$ cat config.mk
export PLATFORM = sky130hd
export DESIGN_NAME = pipeline_decode_rf
export DESIGN_NICKNAME = d
export VERILOG_FILES = /design/src/rtl/pipeline_decode_rf.sv
export SDC_FILE = /design/constraint.sdc
export NUM_CORES = 2
export LEC_CHECK = 0
export CAP_MARGIN = 15
export CELL_PAD_IN_SITES_DETAIL_PLACEMENT = 0
export CELL_PAD_IN_SITES_GLOBAL_PLACEMENT = 1
export CORE_UTILIZATION = 51
export DETAILED_ROUTE_END_ITERATION = 10
export PLACE_DENSITY = 0.9
export SYNTH_ARGS = -nofsm -noshare
export SYNTH_HDL_FRONTEND = slang
export SYNTH_SLANG_ARGS = --single-unit
$ cat constraint.sdc
create_clock -name clk_i -period 2.2 [get_ports clk_i]
set_clock_uncertainty 0.2 [all_clocks]
set_input_delay 0.33 -clock clk_i [delete_from_list [all_inputs] [get_ports clk_i]]
set_output_delay 0.33 -clock clk_i [all_outputs]
set_load 0.01 [all_outputs]
$ cat src/rtl/pipeline_decode_rf.sv
`default_nettype none
// ============================================================================
// Module   : pipeline_decode_rf
// Brief    : RV32I ID stage - field decode, immediate generation, register
//            file with same-cycle WB bypass, ID/EX register with stall/flush.
//            Optional macro DECODE_ILLEGAL_EN adds the registered illegal_o.
// Revision : 1.0 - initial release
// ============================================================================
module pipeline_decode_rf #(
    parameter int XLEN     = 32,
    parameter int NUM_REGS = 32,
    parameter int REG_AW   = 5
) (
    input  logic              clk_i,
    input  logic              rst_ni,
    input  logic              instr_valid_i,
    input  logic [31:0]       instruction_i,
    input  logic [XLEN-1:0]   pc_i,
    input  logic              stall_i,
    input  logic              flush_i,
    input  logic              reg_write_i,
    input  logic [REG_AW-1:0] write_reg_i,
    input  logic [XLEN-1:0]   write_data_i,
    output logic              valid_o,
    output logic [XLEN-1:0]   pc_o,
    output logic [6:0]        opcode_o,
    output logic [2:0]        funct3_o,
    output logic [6:0]        funct7_o,
    output logic [REG_AW-1:0] rs1_o,
    output logic [REG_AW-1:0] rs2_o,
    output logic [REG_AW-1:0] rd_o,
    output logic [XLEN-1:0]   read_data1_o,
    output logic [XLEN-1:0]   read_data2_o,
    output logic [XLEN-1:0]   imm_o
`ifdef DECODE_ILLEGAL_EN
    ,
    output logic              illegal_o
`endif
);

    localparam int              IDX_W   = $clog2(NUM_REGS);
    localparam logic [REG_AW:0] NREGS_W = (REG_AW + 1)'(NUM_REGS);

    logic [XLEN-1:0]   regs [NUM_REGS];
    logic [REG_AW-1:0] rs1_f;
    logic [REG_AW-1:0] rs2_f;
    logic [REG_AW-1:0] rd_f;
    logic              wb_en;
    logic              wb_hit;
    logic [XLEN-1:0]   rd1_d;
    logic [XLEN-1:0]   rd2_d;
    logic [XLEN-1:0]   rd1_hold;
    logic [XLEN-1:0]   rd2_hold;
    logic [31:0]       imm32;
    logic [XLEN-1:0]   imm_d;

    assign rs1_f  = REG_AW'(instruction_i[19:15]);
    assign rs2_f  = REG_AW'(instruction_i[24:20]);
    assign rd_f   = REG_AW'(instruction_i[11:7]);
    assign wb_hit = reg_write_i && (write_reg_i != '0);
    assign wb_en  = wb_hit && ({1'b0, write_reg_i} < NREGS_W);

    function automatic logic [XLEN-1:0] rf_read(input logic [REG_AW-1:0] rs);
        logic [XLEN-1:0] val;
        val = '0;
        if (rs != '0) begin
            if (wb_hit && (write_reg_i == rs))
                val = write_data_i;
            else if ({1'b0, rs} < NREGS_W)
                val = regs[rs[IDX_W-1:0]];
        end
        return val;
    endfunction

    always_comb begin
        rd1_d = rf_read(rs1_f);
        rd2_d = rf_read(rs2_f);
    end

    // Held operands pick up WB writes so a stalled instruction never sees stale data.
    always_comb begin
        rd1_hold = read_data1_o;
        rd2_hold = read_data2_o;
        if (wb_hit && (write_reg_i == rs1_o))
            rd1_hold = write_data_i;
        if (wb_hit && (write_reg_i == rs2_o))
            rd2_hold = write_data_i;
    end

    always_comb begin
        imm32 = '0;
        case (instruction_i[6:0])
            7'b0000011, 7'b0010011, 7'b1100111, 7'b1110011:
                imm32 = {{20{instruction_i[31]}}, instruction_i[31:20]};
            7'b0100011:
                imm32 = {{20{instruction_i[31]}}, instruction_i[31:25], instruction_i[11:7]};
            7'b1100011:
                imm32 = {{19{instruction_i[31]}}, instruction_i[31], instruction_i[7],
                         instruction_i[30:25], instruction_i[11:8], 1'b0};
            7'b0110111, 7'b0010111:
                imm32 = {instruction_i[31:12], 12'b0};
            7'b1101111:
                imm32 = {{11{instruction_i[31]}}, instruction_i[31], instruction_i[19:12],
                         instruction_i[20], instruction_i[30:21], 1'b0};
            default:
                imm32 = '0;
        endcase
        imm_d = XLEN'($signed(imm32));
    end

`ifdef DECODE_ILLEGAL_EN
    logic illegal_d;
    logic opc_ok;

    always_comb begin
        opc_ok = 1'b0;
        case (instruction_i[6:0])
            7'b0000011, 7'b0010011, 7'b1100111, 7'b1110011, 7'b0100011, 7'b1100011,
            7'b0110111, 7'b0010111, 7'b1101111, 7'b0110011, 7'b0001111:
                opc_ok = 1'b1;
            default:
                opc_ok = 1'b0;
        endcase
        illegal_d = instr_valid_i &&
                    (!opc_ok || (instruction_i[1:0] != 2'b11) ||
                     ({1'b0, instruction_i[19:15]} >= 6'(NUM_REGS)) ||
                     ({1'b0, instruction_i[24:20]} >= 6'(NUM_REGS)) ||
                     ({1'b0, instruction_i[11:7]}  >= 6'(NUM_REGS)));
    end
`endif

    // Entry 0 is never written, so it stays zero from reset onward.
    always_ff @(posedge clk_i or negedge rst_ni) begin
        if (!rst_ni) begin
            for (int i = 0; i < NUM_REGS; i++)
                regs[i] <= '0;
        end else if (wb_en) begin
            regs[write_reg_i[IDX_W-1:0]] <= write_data_i;
        end
    end

    always_ff @(posedge clk_i or negedge rst_ni) begin
        if (!rst_ni) begin
            valid_o      <= 1'b0;
            pc_o         <= '0;
            opcode_o     <= '0;
            funct3_o     <= '0;
            funct7_o     <= '0;
            rs1_o        <= '0;
            rs2_o        <= '0;
            rd_o         <= '0;
            read_data1_o <= '0;
            read_data2_o <= '0;
            imm_o        <= '0;
`ifdef DECODE_ILLEGAL_EN
            illegal_o    <= 1'b0;
`endif
        end else if (flush_i || stall_i) begin
            if (flush_i)
                valid_o <= 1'b0;
            read_data1_o <= rd1_hold;
            read_data2_o <= rd2_hold;
        end else begin
            valid_o      <= instr_valid_i;
            pc_o         <= pc_i;
            opcode_o     <= instruction_i[6:0];
            funct3_o     <= instruction_i[14:12];
            funct7_o     <= instruction_i[31:25];
            rs1_o        <= rs1_f;
            rs2_o        <= rs2_f;
            rd_o         <= rd_f;
            read_data1_o <= rd1_d;
            read_data2_o <= rd2_d;
            imm_o        <= imm_d;
`ifdef DECODE_ILLEGAL_EN
            illegal_o    <= illegal_d;
`endif
        end
    end

endmodule
`default_nettype wire

After elaboration in Yosys (flattened, before gate mapping). Index checks and enable logic that the tools add are counted.

Register bits after elaboration: 1185. Input bits: 107. Output and inout port bits: 161. Word-level logic and storage cells: 98.

Magnitude comparators: 4. Equal/unequal tests: 16. Multiplexer cells: 20. Bitwise gates (word level): 3. Reductions and logical operators: 12.

Operator list (count): bitwise mux 1024 bit (1); 2-to-1 mux 32 bit (13); binary-select mux 32 bit (select 5 bit) (2); demux 32 bit (select 5 bit) (1); one-hot mux 32 bit (5 select lines) (1); equality test 7 bit, second input constant (4); equality test 5 bit (4); greater-or-equal comparator 6 bit, second input constant (3); NOT 5 -> 6 bit (3); nonzero test 5 bit (3); equality test 7 x 5 -> 1 bit, second input constant (2); equality test 7 x 6 -> 1 bit, second input constant (2); equality test 7 x 2 -> 1 bit, second input constant (1); logical AND 1 bit (6); < comparator 6 x 1 -> 1 bit, second input constant (1); inequality test 2 bit, second input constant (3); OR reduction 4 bit (1); 2-to-1 mux 1 bit (2); OR reduction 2 bit (1); logical OR 1 bit (1).

Depth between registers and ports, before layout.
Depth after elaboration: 7. Depth in mapped cells: 9.

Worst setup path before layout. Ideal clock, no wire load.

Path kind: input-to-reg. From: in instruction_i[21]. To: reg read_data2_o[24]. Setup time: 0.126 ns. Data arrival time: 1.969 ns. Required time: 1.874 ns. Slack: -0.095 ns. Stages: 7. Path buffers: 2. Cell sequence: buf_2 buf_2 mux4_2 o22ai_1 nor2_1 o211a_1 a221o_1.

Word-level cells in the longest chain between the ends: 7. Elaborated cells between the ends (all ways): 10. Classes of those cells: 1 x eq/ne; 6 x mux; 1 x bitwise; 2 x reduce/logical.

Ends and longest elaborated chain: start, declared (line 17) `input logic [31:0] instruction_i,`; NOT 5 -> 6 bit (implied by the code) (line 70) `val = regs[rs[IDX_W-1:0]];`; binary-select mux 32 bit (select 5 bit) (line 70); 2-to-1 mux 32 bit (implied by the code) (2 in series) (line 70); 2-to-1 mux 32 bit (line 67) `if (wb_hit && (write_reg_i == rs))`; 2-to-1 mux 32 bit * (line 66) `if (rs != '0) begin`; 2-to-1 mux 32 bit * (line 158) `end else if (flush_i || stall_i) begin`; end signal, assigned (line 162) `read_data2_o <= rd2_hold;`; end signal, assigned (line 173) `read_data2_o <= rd2_d;`; end, declared (line 33) `output logic [XLEN-1:0] read_data2_o,`.

Mark *: on every way between the ends. The rest lies on a longest branch, timed or not. The select of a mux whose other input is x is not followed. A chain may end at the register's enable or synchronous reset.

Worst setup path in the final report.
From: in instruction_i[22]. To: reg read_data2_o[10].

The elaborated chain is that of the path after synthesis.

==> results.sh <==
export IMPL_fp_dieH_um=342
export IMPL_grt_pass1_wl_mm=308
export IMPL_fp_coreArea_mm2=0.114
export IMPL_cts_root_buf="clkbuf_16"
export IMPL_stdcell_area_mm2=0.0733
export IMPL_cts_buffers=134
export IMPL_clk_pin_slew_ns=0.06
export IMPL_syn_instance_count=4622
export IMPL_cts_tree="yes"
export IMPL_hold_class="primary input to flip-flop"
export IMPL_yosys_warnings=0
export IMPL_clockBufferDepth=3
export IMPL_multi_input_area_mm2=0.0275
export IMPL_synth_area_per_cell_um2=12.7
export IMPL_min_to="funct7_o[6]"
export IMPL_clk_latency_ns=0.78
export IMPL_dpl_hpwl_mm=140
export IMPL_fin_crit_sh=0.994
export IMPL_layout_drive_gt1_share=0.355
export IMPL_io_buffers=267
export IMPL_maxCapViolations=0
export IMPL_layout_setup_ws_ns=0.0131
export IMPL_dieWidth_um=342
export IMPL_dr_total_vias=46200
export IMPL_p_sw_frac=0.286
export IMPL_gr_total_overflow=0
export IMPL_required_ns=2.64
export IMPL_ys_seq_area_frac=0.504
export IMPL_grt_pass1_vias=46700
export IMPL_dr_pass1_iters=6
export IMPL_ys_ff_latch=1185
export IMPL_rr_worst_depth=5
export IMPL_fin_crit_ns=2.19
export IMPL_finalPower_mw=65.6
export IMPL_hold_start="instruction_i[31]"
export IMPL_status="finished clean"
export IMPL_grt_antenna_before_repair=15
export IMPL_preCtsSetupSlack_ns=-0.719
export IMPL_ir_drop_mv=0.776
export IMPL_wire_per_inst_um=30.6
export IMPL_clock_sinks=1185
export IMPL_wl_mm=207
export IMPL_netlist_cell_type_count=52
export IMPL_tightest_slew_ns=0.596
export IMPL_syn_area_mm2=0.0589
export IMPL_r2r_end="read_data2_o[26]"
export IMPL_critPathArrivalTime_ns=2.63
export IMPL_reg2reg_from="regs[538]"
export IMPL_most_common_layout_cells="dfrtp_1 (1162), nand2_1 (813), mux2_2 (512), mux4_2 (510), o21ai_0 (457)"
export IMPL_hold_depth=3
export IMPL_wl_met1_mm=74.3
export IMPL_nets=5258
export IMPL_io_pins=268
export IMPL_syn2layout_area_growth_pct=24.5
export IMPL_hold_violations=0
export IMPL_met2_length_mm=93.1
export IMPL_synthFlopType="dfrtp_1"
export IMPL_start_kind="primary input"
export IMPL_ff_latch_area_mm2=0.0297
export IMPL_final_setup_viol_count=0
export IMPL_worst_path_max_fanout=13
export IMPL_track_usage=0.357
export IMPL_dpl_instance_area_mm2=0.0681
export IMPL_row_count=124
export IMPL_remaining_drc_errors=0
export IMPL_fmaxAchievable_mhz=457
export IMPL_power_density_mw_per_mm2=895
export IMPL_synthArstFlopShare=1.00
export IMPL_gp_congestion=0.953
export IMPL_start_util=0.515
export IMPL_top_layer="met5"
export IMPL_final_cells=6767
export IMPL_final_common_cell="dfrtp_1"
export IMPL_cts_htree_levels=4
export IMPL_grt_max_degree=81
export IMPL_relSlewSlack=0.602
export IMPL_power_frac_comb=0.196
export IMPL_power_switching_mw=18.8
export IMPL_initialDrtViolationCount=5964
export IMPL_share_clk_of_total_power=0.356
export IMPL_antenna_left=0
export IMPL_final_util=0.641
export IMPL_setup_tns_ns=0
export IMPL_seqPwrFrac=0.448
export IMPL_fin_hold_ws_ns=0.0652
export IMPL_fillers=8103
export IMPL_syn_nets=4729
export IMPL_viasPerCell=6.83
export IMPL_rsz0062_at_grt="false"
export IMPL_dp_cells=6461
export IMPL_synth_edf_count=0
export IMPL_cp_end_kind="flip-flop"
export IMPL_wl_met3_mm=26.4
export IMPL_drv_slew=0
export IMPL_r2r_setup_slack_ns=0.05
export IMPL_fp_dieArea_mm2=0.117
export IMPL_p_int_mw=46.8
export IMPL_crit_type="primary input to flip-flop"
export IMPL_p_leak_nw=32.8
[layer usage]
layer  vias to the layer above  GRT usage
met5                         -          0
met4                        16      0.191
met3                       844      0.106
met2                      3454      0.534
met1                     23700      0.471
li1                      18200          -
[how the worst max path moves through the flow]
stage / start / to / depth (start not counted)
after floorplan: instruction_i[21] / read_data2_o[1] / 7
after global placement: instruction_i[22] / read_data2_o[10] / 8
after detailed placement: instruction_i[22] / read_data2_o[6] / 8
after CTS: pc_o[24] / pc_o[24] / 1
after global routing: rd_o[0] / rd_o[0] / 1
final: instruction_i[22] / read_data2_o[10] / 9
[cell families (layout without fill, tap and decap cells)]
kind of cell / Yosys count / count (layout) / share of synthesized area
compound gates: 881 / 881 / 0.0921
xor+xnor: 21 / 21 / 0.00312
buf+inv: 496 / 1127 / 0.0354
flops: 1185 / 1185 / 0.504
mux: 1060 / 1060 / 0.299
other cells: 0 / 2 / 0
simple gates: 979 / 979 / 0.0665
[cell usage after synthesis (2+ instances only)]
cell type	number	area (um2)
o22ai_1	95	594
nor2b_1	4	25.0
a41oi_1	2	17.5
nand3_1	13	65.1
o21a_1	2	15.0
buf_2	120	601
o211a_1	12	120
xor2_1	14	123
a221o_1	43	430
nand2b_1	2	12.5
or3_1	2	12.5
a22o_1	6	52.6
a31oi_1	2	12.5
mux2i_1	38	380
mux2_2	512	5770
a22oi_1	137	1030
o21ai_0	457	2290
and2_1	4	25.0
or2_2	6	37.5
mux4_2	510	11500
nand2_1	829	3110
a221oi_1	4	35.0
and3_1	21	131
clkbuf_1	307	1150
nor3_1	28	140
nand3b_1	7	52.6
xnor2_1	7	61.3
nor3b_1	5	37.5
a21o_1	32	240
dfrtp_1	1185	29700
a21oi_1	18	90.1
o2111ai_1	32	280
inv_1	33	124
o21ai_1	32	160
buf_6	3	33.8
buf_1	19	71.3
or3b_2	3	26.3
buf_4	14	105
nor2_1	49	184
[worst max-delay path, cell delays in order]
cell and delay, ns:
clkdlybuf4s50_1 0.45, buf_12 0.17, or4_4 0.55, o21ai_4 0.20, buf_4 0.15, o22ai_4 0.07
buf_12 0.16, clkbuf_16 0.20, a221o_1 0.31
[what timing repair did]
item | in CTS | in global routing
gates resized for setup | 171 | 18
buffers inserted | 4 | 8
gates cloned | 0 | 3
hold endpoints to repair | 1138 | 0
hold buffers | 51 | 0
pin swaps | 0 | 3
setup endpoints to repair | 149 | 54
[layout make-up]
type	instances	area share
sequential	1185	0.405
multi-input combinational	2941	0.375
timing repair buffer	856	0.130
clock buffer	191	0.0535
tap	1512	0.0258
clock inverter	47	0.00918
inverter	33	0.00169
antenna	2	0.0000683
[power groups by stage]
stage               clock, mW  combinational, mW  sequential [mW]
floorplan                   0               8.12             28.2
global placement            0               12.3             29.2
detailed placement          0               12.8             29.4
CTS                      23.4               12.7             29.1
global route             24.3               13.7             29.7
finish                   23.3               12.9             29.4
[flip-flops by register name (all words and copies together), names as in the netlist, 3 cells and up]
signal        cells
funct3_o          3
funct7_o          7
imm_o            32
opcode_o          7
pc_o             32
rd_o              5
read_data1_o     32
read_data2_o     32
regs           1024
rs1_o             5
rs2_o             5
Power figures use the tool's default switching activity.
